[config.mk]
export PLATFORM = sky130hd
export DESIGN_NAME = alu_operand_arbiter
export DESIGN_NICKNAME = d
export VERILOG_FILES = /design/src/rtl/alu_pkg.sv /design/src/rtl/rr_priority_pick.sv /design/src/rtl/alu_operand_arbiter.sv
export SDC_FILE = /design/constraint.sdc
export NUM_CORES = 1
export LEC_CHECK = 0
export ABC_AREA = 1
export CORE_MARGIN = 10
export CORE_UTILIZATION = 58
export DETAILED_ROUTE_END_ITERATION = 10
export PLACE_DENSITY_LB_ADDON = 0.12
export SYNTH_ARGS = -nofsm -noshare
export SYNTH_HDL_FRONTEND = slang
export SYNTH_SLANG_ARGS = --single-unit
[constraint.sdc]
create_clock -name clk -period 6.6 [get_ports clk]
set_clock_uncertainty 0.2 [all_clocks]
set_input_delay 0.66 -clock clk [delete_from_list [all_inputs] [get_ports clk]]
set_output_delay 0.66 -clock clk [all_outputs]
set_load 0.1 [all_outputs]
[src/rtl/alu_pkg.sv]
// Shared constants and helpers for the ALU operand-select arbiter.
// Covers the state encoding, the requester count and a one-hot helper.
package alu_pkg;

  localparam logic ST_IDLE  = 1'b0;
  localparam logic ST_GRANT = 1'b1;

  localparam int NUM_REQ = 4;
  localparam int IDX_W   = 2;

  function automatic logic [NUM_REQ-1:0] idx_to_onehot(input logic [IDX_W-1:0] idx);
    logic [NUM_REQ-1:0] v;
    v      = '0;
    v[idx] = 1'b1;
    return v;
  endfunction

endpackage

[src/rtl/rr_priority_pick.sv]
// Circular priority search over the request mask.
// The search starts at i_ptr and reports the first set bit.
module rr_priority_pick
  import alu_pkg::*;
(
  input  logic [NUM_REQ-1:0] i_req,
  input  logic [IDX_W-1:0]   i_ptr,
  output logic               o_found,
  output logic [IDX_W-1:0]   o_idx
);

  always_comb begin
    logic [IDX_W-1:0] w_cand;
    w_cand  = i_ptr;
    o_found = 1'b0;
    o_idx   = i_ptr;
    for (int i = 0; i < NUM_REQ; i++) begin
      // The index sum wraps naturally at IDX_W bits, giving the mod-4 walk.
      w_cand = i_ptr + IDX_W'(i);
      if (!o_found && i_req[w_cand]) begin
        o_found = 1'b1;
        o_idx   = w_cand;
      end
    end
  end

endmodule

[src/rtl/alu_operand_arbiter.sv]
// Round-robin owner arbiter for the shared 4:1 operand mux and its ALU.
// All outputs come straight from registers; busy mirrors the FSM state.
module alu_operand_arbiter
  import alu_pkg::*;
#(
  parameter int MAX_HOLD = 8,
  parameter int CNT_W    = 4
) (
  input  logic               clk,
  input  logic               rst,
  input  logic [NUM_REQ-1:0] req,
  output logic [NUM_REQ-1:0] gnt,
  output logic               S1,
  output logic               S0,
  output logic               busy,
  output logic [CNT_W-1:0]   owner_cycles
);

  logic               r_state;
  logic [IDX_W-1:0]   r_ptr;
  logic [IDX_W-1:0]   r_sel;
  logic [NUM_REQ-1:0] r_gnt;
  logic [CNT_W-1:0]   r_cnt;

  logic               w_state;
  logic [IDX_W-1:0]   w_ptr;
  logic [IDX_W-1:0]   w_sel;
  logic [NUM_REQ-1:0] w_gnt;
  logic [CNT_W-1:0]   w_cnt;

  logic [NUM_REQ-1:0] w_owner_mask;
  logic [NUM_REQ-1:0] w_excl_req;
  logic [IDX_W-1:0]   w_ptr_after;
  logic               w_idle_found;
  logic [IDX_W-1:0]   w_idle_idx;
  logic               w_next_found;
  logic [IDX_W-1:0]   w_next_idx;
  logic               w_keep;

  // The handover pick excludes the owner, so release and expiry share it.
  assign w_owner_mask = idx_to_onehot(r_sel);
  assign w_excl_req   = req & ~w_owner_mask;
  assign w_ptr_after  = r_sel + IDX_W'(1);
  assign w_keep       = req[r_sel] && (r_cnt < CNT_W'(MAX_HOLD));

  rr_priority_pick u_pick_idle (
    .i_req   (req),
    .i_ptr   (r_ptr),
    .o_found (w_idle_found),
    .o_idx   (w_idle_idx)
  );

  rr_priority_pick u_pick_next (
    .i_req   (w_excl_req),
    .i_ptr   (w_ptr_after),
    .o_found (w_next_found),
    .o_idx   (w_next_idx)
  );

  always_ff @(posedge clk) begin
    if (rst) begin
      r_state <= ST_IDLE;
      r_ptr   <= '0;
      r_sel   <= '0;
      r_gnt   <= '0;
      r_cnt   <= '0;
    end else begin
      r_state <= w_state;
      r_ptr   <= w_ptr;
      r_sel   <= w_sel;
      r_gnt   <= w_gnt;
      r_cnt   <= w_cnt;
    end
  end

  always_comb begin
    w_state = r_state;
    w_ptr   = r_ptr;
    w_sel   = r_sel;
    w_gnt   = r_gnt;
    w_cnt   = r_cnt;
    if (r_state == ST_IDLE) begin
      if (w_idle_found) begin
        w_state = ST_GRANT;
        w_sel   = w_idle_idx;
        w_gnt   = idx_to_onehot(w_idle_idx);
        w_cnt   = CNT_W'(1);
      end else begin
        w_gnt = '0;
        w_cnt = '0;
      end
    end else if (w_keep) begin
      w_cnt = r_cnt + CNT_W'(1);
    end else begin
      // Release or expiry: advance past the owner and hand over without a bubble.
      w_ptr = w_ptr_after;
      w_cnt = CNT_W'(1);
      if (w_next_found) begin
        w_sel = w_next_idx;
        w_gnt = idx_to_onehot(w_next_idx);
      end else if (!req[r_sel]) begin
        w_state = ST_IDLE;
        w_gnt   = '0;
        w_cnt   = '0;
      end
    end
  end

  always_comb begin
    gnt          = r_gnt;
    S1           = r_sel[1];
    S0           = r_sel[0];
    busy         = (r_state == ST_GRANT);
    owner_cycles = r_cnt;
  end

endmodule

==> implementation parameters <==
Parameter                              Value

Outcome
  Status ... complete, no violations

Route
  Residual DRC ... 0
  Routed vias ... 1495
  Residual antenna-violating net count after detailed routing ... 0
  Detailed Route Iter0 Violations ... 86
  Pre-Repair DR Iteration Count ... 4
  Drt via density ... 5.28
  Routed Wire Length ... 3.12 mm
  Average wire length per cell after detail routing ... 11.0 um

Run
  MaxCap Viol Count ... 0

Yosys
  Yosys warning total ... 0
  Post-Syn Area per Cell ... 6.28 um2
  Area share of xor/xnor cells in the synthesized design ... 0.586%
  Total nets after synthesis ... 249
  Seq/Total Area, Yosys ... 17.4%
  Fraction of the mapped netlist area in compound gates ... 8.88%
  Number of library cell types mapped by synthesis ... 29
  Dominant combinational cell family by area after synthesis ... simple AND/OR/NAND/NOR gates
  Fraction of synthesized area in multiplexers ... 0%
  Area share of and/or/nand/nor cells after synthesis ... 58.2%
  Adder-cell share of the synthesized area ... 4.19%
  Synthesized flop and latch total ... 13
  Gate count of the mapped netlist ... 238
  Post-Synthesis Cell Area ... 1490 um2

Die
  Die outline height ... 70.8 um
  Total number of placement rows ... 18
  I/O Pins ... 17
  Total core area ... 2480 um2
  Initial standard-cell utilization of the core ... 60.3%
  DIE AREA ... 5010 um2
  Overall die width ... 70.8 um

Global routing
  First-pass GRT wire length ... 5.57 mm
  Global-route usage over all layers ... 12.6%
  Antenna violations before repair ... 0
  Maximum number of pins on one net before global-route repair ... 17
  Vias in the first global route ... 1297
  Total overflow reported by the global router ... 0

Setup path
  Sort of element at the end of the critical path ... output port
  Maximum net fanout on the critical path ... 16
  Required arrival time at the worst endpoint ... 5.74 ns
  Kind of cell adding the most delay to the critical path ... buffers and inverters
  CP cell instances ... clkdlybuf4s50_1
  Arr. time, crit path ... 2.20 ns
  Critical path class ... flip-flop to output port
  Buffers & Inverters on Critical Path ... 1
  Critical Path Max Stage Delay ... 1.24 ns
  Critical path launch point type ... flip-flop
  Library cell contributing the largest single delay on the critical path ... clkdlybuf4s50_1

Final layout
  Final layout net count ... 265
  Inserted Diodes ... 0
  Layout Area Growth over Synthesis ... 11.7%
  Layout filler cell count ... 259
  Share of final-layout standard cells stronger than drive strength 1 ... 20.6%

Placement
  Final HPWL DP ... 2.48 mm
  Weighted congestion at the end of routability-driven global placement ... 0.864
  Port bufs ... 16

CTS
  Total number of H-tree levels ... 1
  Total setup buffers inserted after CTS ... 0
  Quantity of gates resized following cts ... 0
  Clock tree from TritonCTS ... done
  Root buffer cell ... clkbuf_4
  Latest clock arrival within the worst-skew pair ... 0.28 ns
  Reg clk slew, reported paths ... 0.08 ns
  Clock sink count ... 13
  Number of buffers on the longest clock path ... 2
  Post-CTS Hold Fix Bufs ... 0
  TritonCTS Buffers ... 3

Timing
  Time the worst path needs with I/O delays and setup ... 3.06 ns
  Top achievable clock speed ... 0.327 GHz
  Final critical-path share of the clock period ... 46.4%
  Max-slew violation total from the final report ... 0
  Setup tns final ... 0 ns
  Transition at the pin with the smallest max-transition slack ... 0.972 ns
  Finish-stage setup viols ... 0
  Tightest slew margin relative to the limit ... 35.0%
  Setup repair after global routing missed its margin ... false
  Final Hold Fails ... 0

Hold path
  Worst hold path class ... flip-flop to flip-flop
metrics by stage:
step | setup WS [ns] | hold slack (ns) | cell area (um2) | std cells | util, %
global placement | 3.86 | 0.273 | 1640 | 279 | 66.3
CTS | 3.56 | 0.283 | 1670 | 283 | 67.4
detailed placement | 3.81 | 0.272 | 1640 | 279 | 66.3
global route | 3.48 | 0.313 | 1670 | 283 | 67.4
floorplan | 3.57 | 0.372 | 1490 | 238 | -
finish | 3.54 | 0.282 | 1670 | 283 | 67.4
final cells by class:
class | count | area [um2] | share of cell area, %
timing repair buffer | 16 | 160 | 9.60
tap | 30 | 37.5 | 2.25
inverter | 29 | 111 | 6.67
clock buffer | 4 | 26.3 | 1.57
multi-input combinational | 191 | 1070 | 64.3
sequential | 13 | 260 | 15.6
worst paths after layout:
| path | startpoint | endpoint | slack, ns | depth (start not counted) |
|---|---|---|---|---|
| setup reg to reg | r_sel[0] | gnt[1] | 3.75 | 14 |
| setup / recovery | r_sel[0] | S0 | 3.54 | 1 |
| hold / removal | owner_cycles[1] | owner_cycles[3] | 0.28 | 2 |
| hold reg to reg | owner_cycles[1] | owner_cycles[3] | 0.28 | 2 |
kinds of logic after synthesis:
logic type / after synthesis
flops: 13
buf+inv: 34
fa+ha+maj: 5
compound gates: 20
xor+xnor: 1
simple gates: 165
worst min-delay path, stage by stage (launching register included):
cell,delay (ns)
dfxtp_1,0.33
nand3_1,0.08
nor2_1,0.04
metal layers:
metal | vias up | track usage (%) | share of wire, % | wire [um]
met5 | - | 0 | 0 | 0
met4 | 0 | 4.09 | 2.1 | 64
met2 | 25 | 21.3 | 47 | 1480
li1 | 798 | - | - | -
met1 | 665 | 15.6 | 47 | 1450
met3 | 7 | 2.37 | 3.9 | 123
Yosys cell counts, drive strengths merged:
master / instances / area, um2
nand2: 102 / 473
nand3: 35 / 208
inv: 29 / 111
nor2: 18 / 118
dfxtp: 13 / 260
o21ai: 13 / 95.1
a21oi: 6 / 30.0
nand4: 6 / 37.5
buf: 5 / 48.8
ha: 5 / 62.6
nor3: 2 / 15.0
a22oi: 1 / 7.51
nand3b: 1 / 11.3
nor3b: 1 / 7.51
xnor2: 1 / 8.76
placed cells by master, fill, tap and decap left out:
master           count
nand2_1             76
nand3_1             30
inv_1               22
nand2_2             21
clkdlybuf4s50_1     16
nor2_1              13
dfxtp_1             13
inv_2                6
a21oi_1              6
o21ai_0              6
nand4_1              6
nand2_4              5
ha_1                 5
nand3_2              4
o21ai_1              3
clkbuf_4             3
nor2_4               2
nor2_8               2
o21ai_4              2
o21ai_2              2
a22oi_1              1
nand3b_2             1
nand3_4              1
inv_4                1
nor2_2               1
nor3_2               1
nor3b_1              1
nor3_1               1
xnor2_1              1
clkbuf_1             1
state kept, by name, summed over array words and instances (netlist names):
signal / count
gnt: 4
owner_cycles: 4
r_ptr: 2
r_sel: 2
busy: 1
Power is left out: the tool's default activity adds up to more than one toggle a clock period on the data nets, which glitch-free logic cannot reach.
